==> config.mk <==
export PLATFORM = sky130hd
export DESIGN_NAME = l1_cache_assoc_flat
export DESIGN_NICKNAME = d
export VERILOG_FILES = /design/src/rtl/l1_cache_assoc_pkg.sv /design/src/rtl/l1_cache_assoc_if.sv /design/src/rtl/l1_cache_assoc_way.sv /design/src/rtl/l1_cache_assoc.sv /design/src/flat_wrapper.sv
export SDC_FILE = /design/constraint.sdc
export NUM_CORES = 1
export LEC_CHECK = 0
export CORE_ASPECT_RATIO = 0.5
export CORE_MARGIN = 1
export CORE_UTILIZATION = 59
export DETAILED_ROUTE_END_ITERATION = 6
export PLACE_DENSITY = 0.79
export SYNTH_ARGS = -nofsm -noshare
export SYNTH_HDL_FRONTEND = slang
export SYNTH_SLANG_ARGS = --single-unit
export TNS_END_PERCENT = 50
==> constraint.sdc <==
create_clock -name clock -period 7.5 [get_ports clock]
set_clock_uncertainty 0.05 [all_clocks]
set_input_delay 1.5 -clock clock [delete_from_list [all_inputs] [get_ports clock]]
set_output_delay 1.5 -clock clock [all_outputs]
set_load 0.1 [all_outputs]
==> src/rtl/l1_cache_assoc_pkg.sv <==
// Shared types and constants for the set-associative L1 cache slice.
// Imported by the interface, the way storage and the cache controller.
package l1_cache_pkg;

    localparam int unsigned OFFSET_BITS = 2;
    localparam int unsigned DATA_WIDTH  = 32;

    typedef enum logic [1:0] {
        IDLE,
        LOOKUP,
        READ_MISS,
        WRITE_THROUGH
    } cache_state_t;

endpackage

==> src/rtl/l1_cache_assoc_if.sv <==
// CPU-side and memory-controller-side signals of the L1 cache.
// The cache uses the slave modport; the requester/controller side uses master.
interface l1_cache_assoc_if
    import l1_cache_pkg::*;
#(
    parameter int unsigned ADDR_WIDTH = 32
);

    logic                  request;
    logic [ADDR_WIDTH-1:0] address;
    logic [DATA_WIDTH-1:0] input_data;
    logic                  should_write;
    logic                  flush;
    logic [DATA_WIDTH-1:0] output_data;
    logic                  hit;
    logic                  ready;

    logic                  mem_request;
    logic [ADDR_WIDTH-1:0] mem_address;
    logic [DATA_WIDTH-1:0] mem_input_data;
    logic                  mem_should_write;
    logic [DATA_WIDTH-1:0] memory_controller_output_data;
    logic                  memory_controller_ready;

    logic [31:0]           hit_count;
    logic [31:0]           miss_count;

    modport master (
        output request, address, input_data, should_write, flush,
        output memory_controller_output_data, memory_controller_ready,
        input  output_data, hit, ready,
        input  mem_request, mem_address, mem_input_data, mem_should_write,
        input  hit_count, miss_count
    );

    modport slave (
        input  request, address, input_data, should_write, flush,
        input  memory_controller_output_data, memory_controller_ready,
        output output_data, hit, ready,
        output mem_request, mem_address, mem_input_data, mem_should_write,
        output hit_count, miss_count
    );

endinterface

==> src/rtl/l1_cache_assoc_way.sv <==
// One cache way: per-set valid bits (reset/flushable) plus tag and data arrays.
// Read is combinational on the set index; the write port updates a whole line.
module l1_cache_way
    import l1_cache_pkg::*;
#(
    parameter int unsigned SETS       = 8,
    parameter int unsigned INDEX_BITS = 3,
    parameter int unsigned TAG_BITS   = 27
) (
    input  logic                  clock,
    input  logic                  reset_n,
    input  logic                  flush,
    input  logic [INDEX_BITS-1:0] index,
    input  logic                  wr_en,
    input  logic [TAG_BITS-1:0]   wr_tag,
    input  logic [DATA_WIDTH-1:0] wr_data,
    output logic                  rd_valid,
    output logic [TAG_BITS-1:0]   rd_tag,
    output logic [DATA_WIDTH-1:0] rd_data
);

    logic [SETS-1:0]       valid;
    logic [TAG_BITS-1:0]   tags  [SETS];
    logic [DATA_WIDTH-1:0] lines [SETS];

    always_ff @(posedge clock or negedge reset_n) begin
        if (!reset_n) begin
            valid <= '0;
        end else if (flush) begin
            valid <= '0;
        end else if (wr_en) begin
            valid[index] <= 1'b1;
        end
    end

    // Tag/data storage is deliberately left without reset; valid gates its use.
    always_ff @(posedge clock) begin
        if (wr_en) begin
            tags[index]  <= wr_tag;
            lines[index] <= wr_data;
        end
    end

    assign rd_valid = valid[index];
    assign rd_tag   = tags[index];
    assign rd_data  = lines[index];

endmodule

==> src/rtl/l1_cache_assoc.sv <==
// Write-through, write-allocate L1 cache, 1- or 2-way set associative, one word per line.
// Two-process FSM sequences lookup, read-miss fill and write-through against a memory controller.
module l1_cache_assoc
    import l1_cache_pkg::*;
#(
    parameter int unsigned CACHE_LINES = 16,
    parameter int unsigned WAYS        = 2,
    parameter int unsigned ADDR_WIDTH  = 32
) (
    input logic           clock,
    input logic           reset_n,
    l1_cache_assoc_if.slave bus
);

    localparam int unsigned SETS       = CACHE_LINES / WAYS;
    localparam int unsigned INDEX_BITS = $clog2(SETS);
    localparam int unsigned TAG_LSB    = INDEX_BITS + OFFSET_BITS;
    localparam int unsigned TAG_BITS   = ADDR_WIDTH - TAG_LSB;
    localparam logic [ADDR_WIDTH-1:0] WORD_MASK = ~ADDR_WIDTH'(3);

    cache_state_t state, next_state;

    logic [ADDR_WIDTH-1:0] addr_q;
    logic [DATA_WIDTH-1:0] data_q;
    logic                  write_q;
    logic                  hit_q;
    logic                  hit_way_q;
    logic [SETS-1:0]       lru;
    logic [31:0]           hit_cnt;
    logic [31:0]           miss_cnt;

    logic [INDEX_BITS-1:0] index;
    logic [TAG_BITS-1:0]   tag;
    logic                  way_valid [2];
    logic [TAG_BITS-1:0]   way_tag   [2];
    logic [DATA_WIDTH-1:0] way_data  [2];
    logic [1:0]            way_hit;
    logic [1:0]            way_wr;

    logic                  lookup_hit;
    logic                  lookup_way;
    logic                  victim;
    logic                  flush_now;
    logic                  latch_en;
    logic                  fill_en;
    logic                  fill_way;
    logic [DATA_WIDTH-1:0] fill_data;
    logic                  lru_touch;
    logic                  lru_way;
    logic                  count_hit;
    logic                  count_miss;

    assign index = addr_q[TAG_LSB-1:OFFSET_BITS];
    assign tag   = addr_q[ADDR_WIDTH-1:TAG_LSB];

    for (genvar w = 0; w < WAYS; w++) begin : g_way
        l1_cache_way #(
            .SETS       (SETS),
            .INDEX_BITS (INDEX_BITS),
            .TAG_BITS   (TAG_BITS)
        ) u_way (
            .clock    (clock),
            .reset_n  (reset_n),
            .flush    (flush_now),
            .index    (index),
            .wr_en    (way_wr[w]),
            .wr_tag   (tag),
            .wr_data  (fill_data),
            .rd_valid (way_valid[w]),
            .rd_tag   (way_tag[w]),
            .rd_data  (way_data[w])
        );
    end

    // A direct-mapped build pads the second way as permanently invalid.
    if (WAYS == 1) begin : g_pad
        assign way_valid[1] = 1'b0;
        assign way_tag[1]   = '0;
        assign way_data[1]  = '0;
    end

    assign way_hit[0]  = way_valid[0] && (way_tag[0] == tag);
    assign way_hit[1]  = way_valid[1] && (way_tag[1] == tag);
    assign lookup_hit  = |way_hit;
    assign lookup_way  = way_hit[1];
    assign way_wr[0]   = fill_en && !fill_way;
    assign way_wr[1]   = fill_en && fill_way;

    always_comb begin
        if (WAYS == 1)          victim = 1'b0;
        else if (!way_valid[0]) victim = 1'b0;
        else if (!way_valid[1]) victim = 1'b1;
        else                    victim = lru[index];
    end

    always_ff @(posedge clock or negedge reset_n) begin
        if (!reset_n) state <= IDLE;
        else          state <= next_state;
    end

    always_comb begin
        next_state           = state;
        bus.ready            = 1'b0;
        bus.hit              = 1'b0;
        bus.output_data      = '0;
        bus.mem_request      = 1'b0;
        bus.mem_should_write = 1'b0;
        flush_now            = 1'b0;
        latch_en             = 1'b0;
        fill_en              = 1'b0;
        fill_way             = victim;
        fill_data            = data_q;
        lru_touch            = 1'b0;
        lru_way              = victim;
        count_hit            = 1'b0;
        count_miss           = 1'b0;
        unique case (state)
            IDLE: begin
                if (bus.flush) begin
                    flush_now = 1'b1;
                end else if (bus.request) begin
                    latch_en   = 1'b1;
                    next_state = LOOKUP;
                end
            end
            LOOKUP: begin
                count_hit  = lookup_hit;
                count_miss = !lookup_hit;
                if (write_q) begin
                    next_state = WRITE_THROUGH;
                end else if (lookup_hit) begin
                    bus.ready       = 1'b1;
                    bus.hit         = 1'b1;
                    bus.output_data = way_data[lookup_way];
                    lru_touch       = 1'b1;
                    lru_way         = lookup_way;
                    next_state      = IDLE;
                end else begin
                    next_state = READ_MISS;
                end
            end
            READ_MISS: begin
                bus.mem_request = 1'b1;
                if (bus.memory_controller_ready) begin
                    fill_en         = 1'b1;
                    fill_data       = bus.memory_controller_output_data;
                    lru_touch       = 1'b1;
                    bus.ready       = 1'b1;
                    bus.output_data = bus.memory_controller_output_data;
                    next_state      = IDLE;
                end
            end
            WRITE_THROUGH: begin
                bus.mem_request      = 1'b1;
                bus.mem_should_write = 1'b1;
                fill_way             = hit_q ? hit_way_q : victim;
                lru_way              = fill_way;
                if (bus.memory_controller_ready) begin
                    fill_en    = 1'b1;
                    lru_touch  = 1'b1;
                    bus.ready  = 1'b1;
                    bus.hit    = hit_q;
                    next_state = IDLE;
                end
            end
            default: next_state = IDLE;
        endcase
    end

    always_ff @(posedge clock or negedge reset_n) begin
        if (!reset_n) begin
            addr_q    <= '0;
            data_q    <= '0;
            write_q   <= 1'b0;
            hit_q     <= 1'b0;
            hit_way_q <= 1'b0;
        end else begin
            if (latch_en) begin
                addr_q  <= bus.address;
                data_q  <= bus.input_data;
                write_q <= bus.should_write;
            end
            if (state == LOOKUP) begin
                hit_q     <= lookup_hit;
                hit_way_q <= lookup_way;
            end
        end
    end

    // The LRU bit names the way that was not just touched.
    always_ff @(posedge clock or negedge reset_n) begin
        if (!reset_n)       lru <= '0;
        else if (flush_now) lru <= '0;
        else if (lru_touch) lru[index] <= ~lru_way;
    end

    always_ff @(posedge clock or negedge reset_n) begin
        if (!reset_n) begin
            hit_cnt  <= '0;
            miss_cnt <= '0;
        end else begin
            if (count_hit && (hit_cnt != '1))   hit_cnt  <= hit_cnt + 32'd1;
            if (count_miss && (miss_cnt != '1)) miss_cnt <= miss_cnt + 32'd1;
        end
    end

    assign bus.hit_count      = hit_cnt;
    assign bus.miss_count     = miss_cnt;
    assign bus.mem_address    = addr_q & WORD_MASK;
    assign bus.mem_input_data = data_q;

endmodule

==> src/flat_wrapper.sv <==
// flat-port wrapper written by rule: the top's interface ports become plain ports
module l1_cache_assoc_flat import l1_cache_pkg::*;
#(
    parameter int unsigned CACHE_LINES = 16,
    parameter int unsigned WAYS        = 2,
    parameter int unsigned ADDR_WIDTH  = 32
)
  (clock, reset_n, bus_request, bus_address, bus_input_data, bus_should_write, bus_flush, bus_memory_controller_output_data, bus_memory_controller_ready, bus_output_data, bus_hit, bus_ready, bus_mem_request, bus_mem_address, bus_mem_input_data, bus_mem_should_write, bus_hit_count, bus_miss_count);
  l1_cache_assoc_if #(.ADDR_WIDTH(ADDR_WIDTH)) bus_i ();
  input logic clock;
  input logic reset_n;
  input wire logic [$bits(bus_i.request)-1:0] bus_request;
  input wire logic [$bits(bus_i.address)-1:0] bus_address;
  input wire logic [$bits(bus_i.input_data)-1:0] bus_input_data;
  input wire logic [$bits(bus_i.should_write)-1:0] bus_should_write;
  input wire logic [$bits(bus_i.flush)-1:0] bus_flush;
  input wire logic [$bits(bus_i.memory_controller_output_data)-1:0] bus_memory_controller_output_data;
  input wire logic [$bits(bus_i.memory_controller_ready)-1:0] bus_memory_controller_ready;
  output wire logic [$bits(bus_i.output_data)-1:0] bus_output_data;
  output wire logic [$bits(bus_i.hit)-1:0] bus_hit;
  output wire logic [$bits(bus_i.ready)-1:0] bus_ready;
  output wire logic [$bits(bus_i.mem_request)-1:0] bus_mem_request;
  output wire logic [$bits(bus_i.mem_address)-1:0] bus_mem_address;
  output wire logic [$bits(bus_i.mem_input_data)-1:0] bus_mem_input_data;
  output wire logic [$bits(bus_i.mem_should_write)-1:0] bus_mem_should_write;
  output wire logic [$bits(bus_i.hit_count)-1:0] bus_hit_count;
  output wire logic [$bits(bus_i.miss_count)-1:0] bus_miss_count;
  assign bus_i.request = bus_request;
  assign bus_i.address = bus_address;
  assign bus_i.input_data = bus_input_data;
  assign bus_i.should_write = bus_should_write;
  assign bus_i.flush = bus_flush;
  assign bus_i.memory_controller_output_data = bus_memory_controller_output_data;
  assign bus_i.memory_controller_ready = bus_memory_controller_ready;
  assign bus_output_data = bus_i.output_data;
  assign bus_hit = bus_i.hit;
  assign bus_ready = bus_i.ready;
  assign bus_mem_request = bus_i.mem_request;
  assign bus_mem_address = bus_i.mem_address;
  assign bus_mem_input_data = bus_i.mem_input_data;
  assign bus_mem_should_write = bus_i.mem_should_write;
  assign bus_hit_count = bus_i.hit_count;
  assign bus_miss_count = bus_i.miss_count;
  l1_cache_assoc #(.CACHE_LINES(CACHE_LINES), .WAYS(WAYS), .ADDR_WIDTH(ADDR_WIDTH)) u_core (.clock(clock), .reset_n(reset_n), .bus(bus_i));
endmodule
== After elaboration in Yosys (flattened, before gate mapping) ==
Memories as Yosys holds them, arrays and structs flattened.
Index checks and enable logic that the tools add are counted.

* Output and inout bits: 164
* Memories: 4
* Bits in writable memories: 944
* Word-level logic and storage cells: 107
* Register bits after elaboration: 157
* Bits of input ports: 102

{| class="wikitable"
|+ Memories
! name !! depth !! width !! rd ports !! clocked after Yosys merged registers in !! write ports !! RTL line !! RTL
|-
| u_core.g_way[0].u_way.lines || 8 || 32 || 1 || 0 || 1 || l1_cache_assoc_way.sv:24 || <nowiki>logic [DATA_WIDTH-1:0] lines [SETS];</nowiki>
|-
| u_core.g_way[1].u_way.lines || 8 || 32 || 1 || 0 || 1 || l1_cache_assoc_way.sv:24 ||
|-
| u_core.g_way[0].u_way.tags || 8 || 27 || 1 || 0 || 1 || l1_cache_assoc_way.sv:23 || <nowiki>logic [TAG_BITS-1:0] tags [SETS];</nowiki>
|-
| u_core.g_way[1].u_way.tags || 8 || 27 || 1 || 0 || 1 || l1_cache_assoc_way.sv:23 ||
|}

* Muxes and demuxes: 57
* Reduce and logical (&&, ||, !) cells: 16
* $lt $le $gt $ge: 3
* Bitwise gates (word level): 4
* Equality and inequality tests: 10
* $add $sub $neg: 2

{| class="wikitable"
|+ Operators with widths
! operator !! count
|-
| two-way mux 32 bit || 8
|-
| adder 32 x 1 -> 32 bit, second input constant || 2
|-
| inequality test 32 bit, second input constant || 2
|-
| one-hot mux 32 bit (2 select lines) || 1
|-
| == test 27 bit || 2
|-
| two-way mux 8 bit || 6
|-
| two-way mux 1 bit || 28
|-
| OR 8 bit || 2
|-
| two-way mux 2 bit || 5
|-
| binary-select mux 1 bit (select 3 bit) || 3
|-
| bitwise mux 8 bit || 1
|-
| logical AND 1 bit || 7
|-
| one-hot mux 1 bit (2 select lines) || 3
|-
| one-hot mux 2 bit (3 select lines) || 1
|-
| nonzero test 2 bit || 3
|-
| == test 2 bit, second input constant || 2
|-
| less-than comparator 3 x 4 -> 1 bit, second input constant || 1
|-
| inequality test 2 bit, second input constant || 2
|-
| OR reduction 2 bit || 2
|-
| demux 1 bit (select 3 bit) || 1
|-
| >= comparator 3 x 1 -> 1 bit, second input constant || 1
|-
| AND reduction 3 bit || 1
|-
| == test 2 x 1 -> 1 bit, second input constant || 1
|-
| >= comparator 2 bit, second input constant || 1
|-
| other kinds (5) || 6
|}

== Depth between registers and ports, before layout ==
Gate-level depths: netlist of run 1.

* Depth in word-level cells: 11
* Depth in mapped cells: 18
* Depth with buffers taken out: 10

== By module ==
From an unflattened synthesis of run 1, not the netlist that was laid out.

* Cells, all modules: 2,675
* Area, all modules: 45,015.7 sq um

{| class="wikitable"
|+ By module, submodules not included
! module !! cells an instance !! area each (sq um) !! sequential area each (sq um) !! times used
|-
| l1_cache_way (u_core.g_way[1].u_way) || 1,002 || 18,561.6 || 14,373.8 || 1
|-
| l1_cache_way (u_core.g_way[0].u_way) || 839 || 18,333.8 || 14,373.8 || 1
|-
| l1_cache_assoc || 834 || 8,120.3 || 3,478.3 || 1
|}

== Worst setup path after synthesis of run 1 ==
Ideal clock, no wire load.

* Kind: reg-to-output
* From: reg u_core.addr_q[4]
* To: out bus_output_data[15]
* Data arrival time: 5,945 ps
* Data required time: 5,950 ps
* Stages on the path, launching flop included: 17
* Slack: 5 ps
* Cells stage by stage: dfrtp_1 > buf_4 > buf_6 > buf_4 > buf_2 > buf_6 > mux4_2 > mux2i_1 > xor2_1 > nand3_1 > nor4_1 > nand4_1 > nand2b_1 > a21oi_2 > clkbuf_1 > o21ai_0 > a21boi_0

* Longest elaborated chain between the ends: 10
* Elaborated cells on any way between the ends: 20

{| class="wikitable"
|+ RTL lines
! what !! RTL line !! RTL
|-
| from (decl) || l1_cache_assoc.sv:23 || <nowiki>logic [ADDR_WIDTH-1:0] addr_q;</nowiki>
|-
| from (signal assigned) || l1_cache_assoc.sv:179 || <nowiki>addr_q <= bus.address;</nowiki>
|-
| memory (8 x 27 bit) / binary-select mux 1 bit (select 3 bit) (equally long branches) || n/a ||
|-
| == test 27 bit / two-way mux 1 bit (equally long branches) || l1_cache_assoc.sv:83, l1_cache_assoc_way.sv:44 ||
|-
| logical AND 1 bit || l1_cache_assoc.sv:83 || <nowiki>assign way_hit[1] = way_valid[1] && (way_tag[1] == tag);</nowiki>
|-
| NOT 1 -> 2 bit (implied by the code) || l1_cache_assoc.sv:134 || <nowiki>bus.output_data = way_data[lookup_way];</nowiki>
|-
| two-way mux 32 bit (implied by the code) (3 in series) || l1_cache_assoc.sv:134 ||
|-
| two-way mux 32 bit (*) || l1_cache_assoc.sv:131 || <nowiki>end else if (lookup_hit) begin</nowiki>
|-
| two-way mux 32 bit (*) || l1_cache_assoc.sv:129 || <nowiki>if (write_q) begin</nowiki>
|-
| one-hot mux 32 bit (2 select lines) (*) || l1_cache_assoc.sv:117 || <nowiki>unique case (state)</nowiki>
|-
| to (decl) || flat_wrapper.sv:19 || <nowiki>output wire logic [$bits(bus_i.output_data)-1:0] bus_output_data;</nowiki>
|}

Every way passes the cells marked *; elsewhere a longest branch is shown, timed or not. The select of a mux whose other input is x is not followed.

== Worst setup path in the final report of run 1 ==
* From: reg u_core.addr_q[4]
* To: out bus_output_data[23]

The elaborated chain is that of the path after synthesis.

==> flow_summary_export.csv, run 1 <==
group,metric,value,unit
critical_path,r2r_start,"u_core.addr_q[2]",
global_routing,top_usage_layer,"met2",
timing,setup_viol,0,
timing,final.setup.tns,0,ns
drt,finalWirelength,118000,µm
drt,drc_errors,0,
timing,drv_slew,0,
logic_synthesis,synthTopCellsByArea,"edfxtp_1 (65%), dfrtp_1 (8.9%), mux2_2 (4.8%)",
clock_tree,cts_root_buf,"clkbuf_16",
logic_synthesis,synth_fa_ha_area_share,0.171,%
critical_path,cp_data_arrival_time,5.81,ns
logic_synthesis,syn-instance-count,2705,
global_routing,grt_overflow,0,
critical_path,critPathCaptureType,"primary output",
layout,multi_input_area,10900,µm²
worst_hold_path,worstHoldPathType,"reg -> reg",
power,power.leakage,17.7,nW
run,drv_cap,0,
clock_tree,cts_buffers,91,
timing,tightest_slew,1.19,ns
drt,routed_via_density,6.73,
power,power_density,415,nW/µm²
global_routing,globalRouteMet1Util,42.9,%
layout,regArea,32200,µm²
logic_synthesis,async_flop_share,14.1,%
floorplan,die_area,75400,µm²
logic_synthesis,synth_edf_count,944,
logic_synthesis,syn_area,43800,µm²
global_routing,use_met3,6.12,%
clock_tree,clock_latency,0.68,ns
status,status,"complete, no violations",
critical_path,worstSetupStartpointType,"flop",
layout,post-route-cell-area,51600,µm²
global_routing,grt_pass1_vias,26966,
placed_design,finalWeightedCongestion,0.845,
critical_path,crit_type,"reg -> out",
layout,final_util,70.4,%
timing,final-hold-violation-count,0,
timing,slew-limit-headroom,20.4,%
worst_hold_path,min_to,"u_core.bus.hit_count[17]",
layout,final_nets,3108,
clock_tree,clockBufferDepth,3,
logic_synthesis,synth_xor_area_share,1.80,%
timing,rsz0062_at_grt,"false",
placed_design,hpwlAfterDp,65400,µm
drt,wl_per_cell,29.0,µm
drt,drt_pass1_iterations,6,
critical_path,regToRegEndpoint,"u_core.g_way[1].u_way.tags[7][0]",
drt,drt_iter0_markers,3992,
clock_tree,cts_tree,"yes",
placed_design,port_buffers,261,
critical_path,ff2ff_setup_slack,2.01,ns
logic_synthesis,yosysTopAreaCellShare,64.7,%
placed_design,pre_cts_ws,0.733,ns
floorplan,num_rows,70,
floorplan,die_h,195,µm
logic_synthesis,synthFlopType,"edfxtp_1",
logic_synthesis,synth_warnings,0,
clock_tree,clk_pin_slew_worst_paths,0.07,ns
logic_synthesis,synthMuxAreaShare,9.02,%
floorplan,pin_count,266,
power,ir_drop,0.341,mV
global_routing,grtUsageTotal,30.8,%
timing,setup_ws,0.139,ns
layout,num-fill-cells,4400,
logic_synthesis,synth_top_family_by_area,"multiplexers",
floorplan,die_x,387,µm
layout,drive_gt1_share,18.1,%
clock_tree,cts-htree-levels,3,
layout,area_growth,17.7,%
logic_synthesis,synth_seq_area_share,73.5,%
clock_tree,cts.sinks,1099,
timing,fin_crit,7.36,ns
global_routing,antenna_found_initial,1,
worst_hold_path,hold_path_depth,1,
global_routing,grt_max_degree,88,
layout,num_antenna_cells,0,
worst_hold_path,min_from,"u_core.bus.hit_count[17]",
critical_path,worstPathRequired,5.95,ns
timing,period_share,98.1,%
logic_synthesis,synth_cell_types,71,
timing,max_freq,136,MHz
logic_synthesis,synth-simple-area-share,5.72,%
floorplan,core,73300,µm²
global_routing,grt_use_met2,49.4,%
logic_synthesis,synth_compound_area_share,7.87,%
logic_synthesis,yosys.area.top_type,"edfxtp_1",
logic_synthesis,synth_seq_cells,1099,
logic_synthesis,avgSynthCellArea,16.2,µm²
critical_path,worst-r2r-cell-count,10,
floorplan,initial_core_util,59.8,%
placed_design,placed_area,48300,µm²
drt,vias,27263,
critical_path,crit_fanout,28,
global_routing,grt_pass1_wl,172000,µm
drt,final_antenna_net_count,0,
[cell usage in the layout, fill, tap and decap left out, types with 30 or more instances in the layout]
cell type        Yosys  routed
nor4_1              30      30
xnor2_1             51      51
dfrtp_1            155     152
o221ai_1            51      51
xor2_1              39      39
clkdlybuf4s50_1      0     226
mux2_2             186     186
nor2_1             106      89
edfxtp_1           944     944
clkbuf_16            0      94
mux2i_1            100     100
o22ai_1            166     166
nand2_1            137     131
o21ai_0             77      77
buf_4               13      80
nand3_1             46      46
a21oi_1             41      41
nand4_1             31      31
buf_12               0      53
mux4_2              33      33
[what timing repair did]
action | CTS | global route
pin swaps | 0 | 0
endpoints found under the setup margin | 1 | 3
hold buffers | 0 | 0
gates resized for setup | 1 | 1
buffers inserted | 0 | 2
[state kept, by name, indices dropped and copies added, names as in the netlist]
name,flops
u_core.addr_q,30
u_core.bus.hit_count,32
u_core.bus.mem_input_data,32
u_core.bus.miss_count,32
u_core.g_way.u_way.lines,512
u_core.g_way.u_way.tags,432
u_core.g_way.u_way.valid,16
u_core.hit_q,1
u_core.hit_way_q,1
u_core.lru,8
u_core.state,2
u_core.write_q,1
[how the worst max path moves through the flow]
| stage | start | endpoint | cells past startpoint |
|---|---|---|---|
| floorplan | u_core.addr_q[4] | bus_output_data[15] | 16 |
| global placement | u_core.addr_q[3] | bus_output_data[23] | 12 |
| detailed placement | u_core.addr_q[3] | bus_output_data[23] | 12 |
| CTS | u_core.addr_q[3] | bus_output_data[23] | 11 |
| global route | u_core.addr_q[2] | bus_output_data[23] | 13 |
| finish | u_core.addr_q[4] | bus_output_data[23] | 12 |
[cell type report]
class	instances	share of cell area [%]
Timing Repair Buffer	360	7.63
Inverter	19	0.138
Clock inverter	61	1.40
Clock buffer	110	4.79
Multi-Input combinational cell	1429	21.2
Tap cell	972	2.36
Sequential cell	1099	62.5
[kinds of logic after synthesis]
kind of cell / after synthesis
flip-flops: 1099
multiplexers: 329
AND/OR/NAND/NOR: 495
adder cells (fa/ha/maj): 6
other: 1
buffers and inverters: 178
XOR/XNOR: 90
AO/OA/AOI/OAI: 507
[where the power goes]
group / total [mW] / switching, mW / internal (mW)
Sequential: 8.66 / 0.670 / 7.99
Clock: 5.11 / 2.22 / 2.89
Combinational: 7.66 / 5.29 / 2.37
Total: 21.4 / 8.18 / 13.2
[worst max-delay path: stages, from the launching register on]
cell and delay [ns]:
dfrtp_4 0.77, buf_4 0.54, nand2b_1 0.65, o221ai_1 0.20, a22oi_1 0.26, xnor2_1 0.13, nor4_1 0.28, nand4_1 0.37
or2_0 0.37, a2111oi_0 0.57, o21ai_0 0.39, a21boi_1 0.37, buf_12 0.22
[synthesized netlist by cell type, types with 17 or more instances]
| cell type | n |
|---|---|
| mux2_2 | 186 |
| o21a_1 | 18 |
| a21oi_1 | 41 |
| a21boi_0 | 18 |
| and3_1 | 26 |
| mux2i_1 | 100 |
| o22ai_1 | 166 |
| a22oi_1 | 26 |
| nor3_1 | 23 |
| clkbuf_1 | 94 |
| o21ai_0 | 77 |
| nor2_1 | 106 |
| nor4_1 | 30 |
| edfxtp_1 | 944 |
| nand2_1 | 137 |
| o221ai_1 | 51 |
| dfrtp_1 | 155 |
| o22a_1 | 17 |
| or3_1 | 18 |
| xnor2_1 | 51 |
| buf_2 | 30 |
| mux4_2 | 33 |
| nand4_1 | 31 |
| inv_1 | 18 |
| nand3_1 | 46 |
| xor2_1 | 39 |
[per-layer routing]
layer	wire length [µm]	up-vias
met1	44200	13662
met2	55900	2035
met4	3710	0
li1	-	11285
met5	0	-
met3	13800	281
[through the flow]
stage	hold WS, ns	power (mW)	std cells
global route	0.452	22.0	4050
detailed placement	0.430	16.2	3877
finish	0.441	21.4	4050
global placement	0.423	16.0	3877
CTS	0.443	21.3	4048
floorplan	0.413	13.7	2706
(Power assumes the default switching activity.)
==> inputs of run 2 (changes only) <==
HOLD_SLACK_MARGIN = 0.05   (was default)
SYNTH_HIERARCHICAL = 1   (was default)
==> flow_summary_export.csv, run 2 <==
group,metric,value,unit
status,status,"complete, no violations",
critical_path,worstSetupStartpointType,"flop",
logic_synthesis,avgSynthCellArea,16.8,µm²
timing,period_share,95.9,%
run,drv_cap,0,
clock_tree,cts_root_buf,"clkbuf_16",
clock_tree,cts_buffers,91,
global_routing,grt_overflow,0,
layout,drive_gt1_share,18.4,%
global_routing,grt_pass1_vias,25715,
drt,drc_errors,0,
floorplan,die_x,393,µm
placed_design,dp.cells,3891,
drt,final_antenna_net_count,0,
layout,area_growth,15.7,%
critical_path,worstPathRequired,5.95,ns
logic_synthesis,synth.top_cells.by_count,"edfxtp_1 (944), mux2i_1 (189), dfrtp_1 (155)",
layout,fin_cells,4055,
logic_synthesis,synth_warnings,6,
clock_tree,clockBufferDepth,3,
logic_synthesis,synth_seq_cells,1099,
critical_path,ff2ff_setup_slack,2.09,ns
logic_synthesis,yosysMostFrequentCell,"edfxtp_1",
placed_design,hpwlAfterDp,61000,µm
global_routing,antenna_found_initial,0,
timing,rsz0062_at_grt,"false",
timing,slew-limit-headroom,24.3,%
drt,finalWirelength,105000,µm
drt,wl_met1,42700,µm
logic_synthesis,synthFlopType,"edfxtp_1",
logic_synthesis,syn-instance-count,2675,
logic_synthesis,synthTopCellsByArea,"edfxtp_1 (63%), dfrtp_1 (8.6%), mux2i_1 (4.2%)",
drt,drt_pass1_iterations,7,
layout,largest_reg_flops,512,
placed_design,finalWeightedCongestion,0.864,
global_routing,grt_pass1_wl,158000,µm
floorplan,initial_core_util,59.8,%
clock_tree,post_cts_buffers,0,
critical_path,cp_data_arrival_time,5.64,ns
clock_tree,cts_resized,0,
timing,tightest_slew,1.13,ns
floorplan,num_rows,71,
power,ir_drop,0.299,mV
layout,num-fill-cells,4740,
clock_tree,cts-htree-levels,3,
floorplan,die_h,197,µm
logic_synthesis,synth_cell_types,69,
clock_tree,cts.sinks,1099,
logic_synthesis,synth_edf_count,944,
logic_synthesis,syn_area,45000,µm²
floorplan,core,75300,µm²
timing,fin_crit,7.19,ns
layout,layout_common_cells,"edfxtp_1 (944), clkdlybuf4s50_1 (226), mux2i_1 (189)",
layout,final_nets,3070,
logic_synthesis,yosys.area.top_type,"edfxtp_1",
drt,wl_met3,9180,µm
drt,vias,25616,
timing,setup_viol,0,
critical_path,regToRegEndpoint,"u_core/g_way[0].u_way/lines[0][19]",
worst_hold_path,min_from,"u_core/bus.miss_count[21]",
timing,final-hold-violation-count,0,
layout,top_register,"u_core/g_way.u_way/lines",
clock_tree,cts_tree,"yes",
floorplan,pin_count,266,
power,power.leakage,18.2,nW
clock_tree,ctsHoldBuffers,0,
critical_path,crit_type,"reg -> out",
worst_hold_path,worstHoldPathType,"reg -> reg",
global_routing,grtUsageTotal,27.3,%
placed_design,port_buffers,261,
timing,drv_slew,0,
power,power_density,411,nW/µm²
timing,max_freq,139,MHz
worst_hold_path,min_to,"u_core/bus.miss_count[21]",
power,design_power_total,21.4,mW
logic_synthesis,synth_seq_area_share,71.6,%
drt,route.top_layer_used,"met4",
layout,reg_top3,"u_core/g_way.u_way/lines x512, u_core/g_way.u_way/tags x432",
clock_tree,clock_latency,0.68,ns
layout,final_util,69.2,%
logic_synthesis,async_flop_share,14.1,%
critical_path,worst-r2r-cell-count,10,
drt,drt_iter0_markers,2554,
floorplan,die_area,77500,µm²
critical_path,critPathCaptureType,"primary output",
drt,met2_length,50800,µm
layout,layout_commonest_cell,"edfxtp_1",
logic_synthesis,yosysTopAreaCellShare,63.0,%
drt,routed_via_density,6.32,
clock_tree,clk_pin_slew_worst_paths,0.07,ns
drt,wl_per_cell,26.0,µm
global_routing,grt_max_degree,80,
critical_path,r2r_start,"u_core/addr_q[2]",
worst_hold_path,hold_path_depth,1,
critical_path,crit_fanout,41,
layout,num_antenna_cells,0,
run 2: kinds of logic after synthesis:
family	after synthesis	share of synthesized area [%]
DFF	1099	71.6
muxes	449	13.1
and+or+nand+nor	434	4.96
AOI/OAI and AO/OA	388	5.60
buffers and inverters	182	2.30
xor gates and xnor gates	116	2.26
adders and majority gates	6	0.167
other	1	0.00833
run 2: cell type report:
cell class,instances,area (µm²),area share [%]
inverter,31,116,0.223
clock buffer,114,2420,4.64
multi-input combinational,1395,11900,22.8
timing repair buffer,344,3680,7.06
clock inverter,50,493,0.946
sequential,1099,32200,61.9
tap,1022,1280,2.45
run 2: through the flow:
stage / hold slack (ns) / cell area, µm² / setup WS, ns / TNS, ns
global route: 0.468 / 52100 / 0.213 / 0
detailed placement: 0.431 / 49200 / 1.13 / 0
global placement: 0.410 / 49200 / 1.19 / 0
floorplan: 0.396 / 45000 / -0.0827 / -4.88
finish: 0.440 / 52100 / 0.306 / 0
CTS: 0.444 / 52100 / 0.350 / 0
run 2: critical path, stage by stage (launching register included):
cell	delay, ns
dfrtp_4	0.93
buf_4	0.41
buf_4	0.33
mux2i_1	0.24
o22ai_1	0.10
a31oi_1	0.19
o21ai_1	0.10
xor2_1	0.22
nor4b_1	0.31
nand3_1	0.16
or4_2	0.74
buf_4	0.33
mux2i_1	0.35
o21ai_0	0.13
and2_1	0.21
buf_12	0.17
run 2: report_power, final:
| group | leakage [nW] | internal (mW) | switching, mW |
|---|---|---|---|
| clock | 1.41 | 2.60 | 2.14 |
| sequential | 10.5 | 7.98 | 0.652 |
| combinational | 6.26 | 2.65 | 5.38 |
| total | 18.2 | 13.2 | 8.17 |
run 2: how the worst max path moves through the flow:
stage | startpoint | endpoint | cells after the start
floorplan | u_core/addr_q[2] | u_core/g_way[0].u_way/lines[0][0] | 12
global placement | u_core/addr_q[2] | bus_output_data[18] | 13
detailed placement | u_core/addr_q[2] | bus_output_data[18] | 13
CTS | u_core/addr_q[2] | bus_output_data[17] | 14
global route | u_core/addr_q[2] | bus_output_data[20] | 14
finish | u_core/addr_q[2] | bus_output_data[17] | 15
run 2: routing by layer:
metal	vias up	GRT usage, %
met2	1276	44.2
li1	10986	-
met5	-	0
met3	176	4.82
met1	13178	38.4
met4	0	8.40
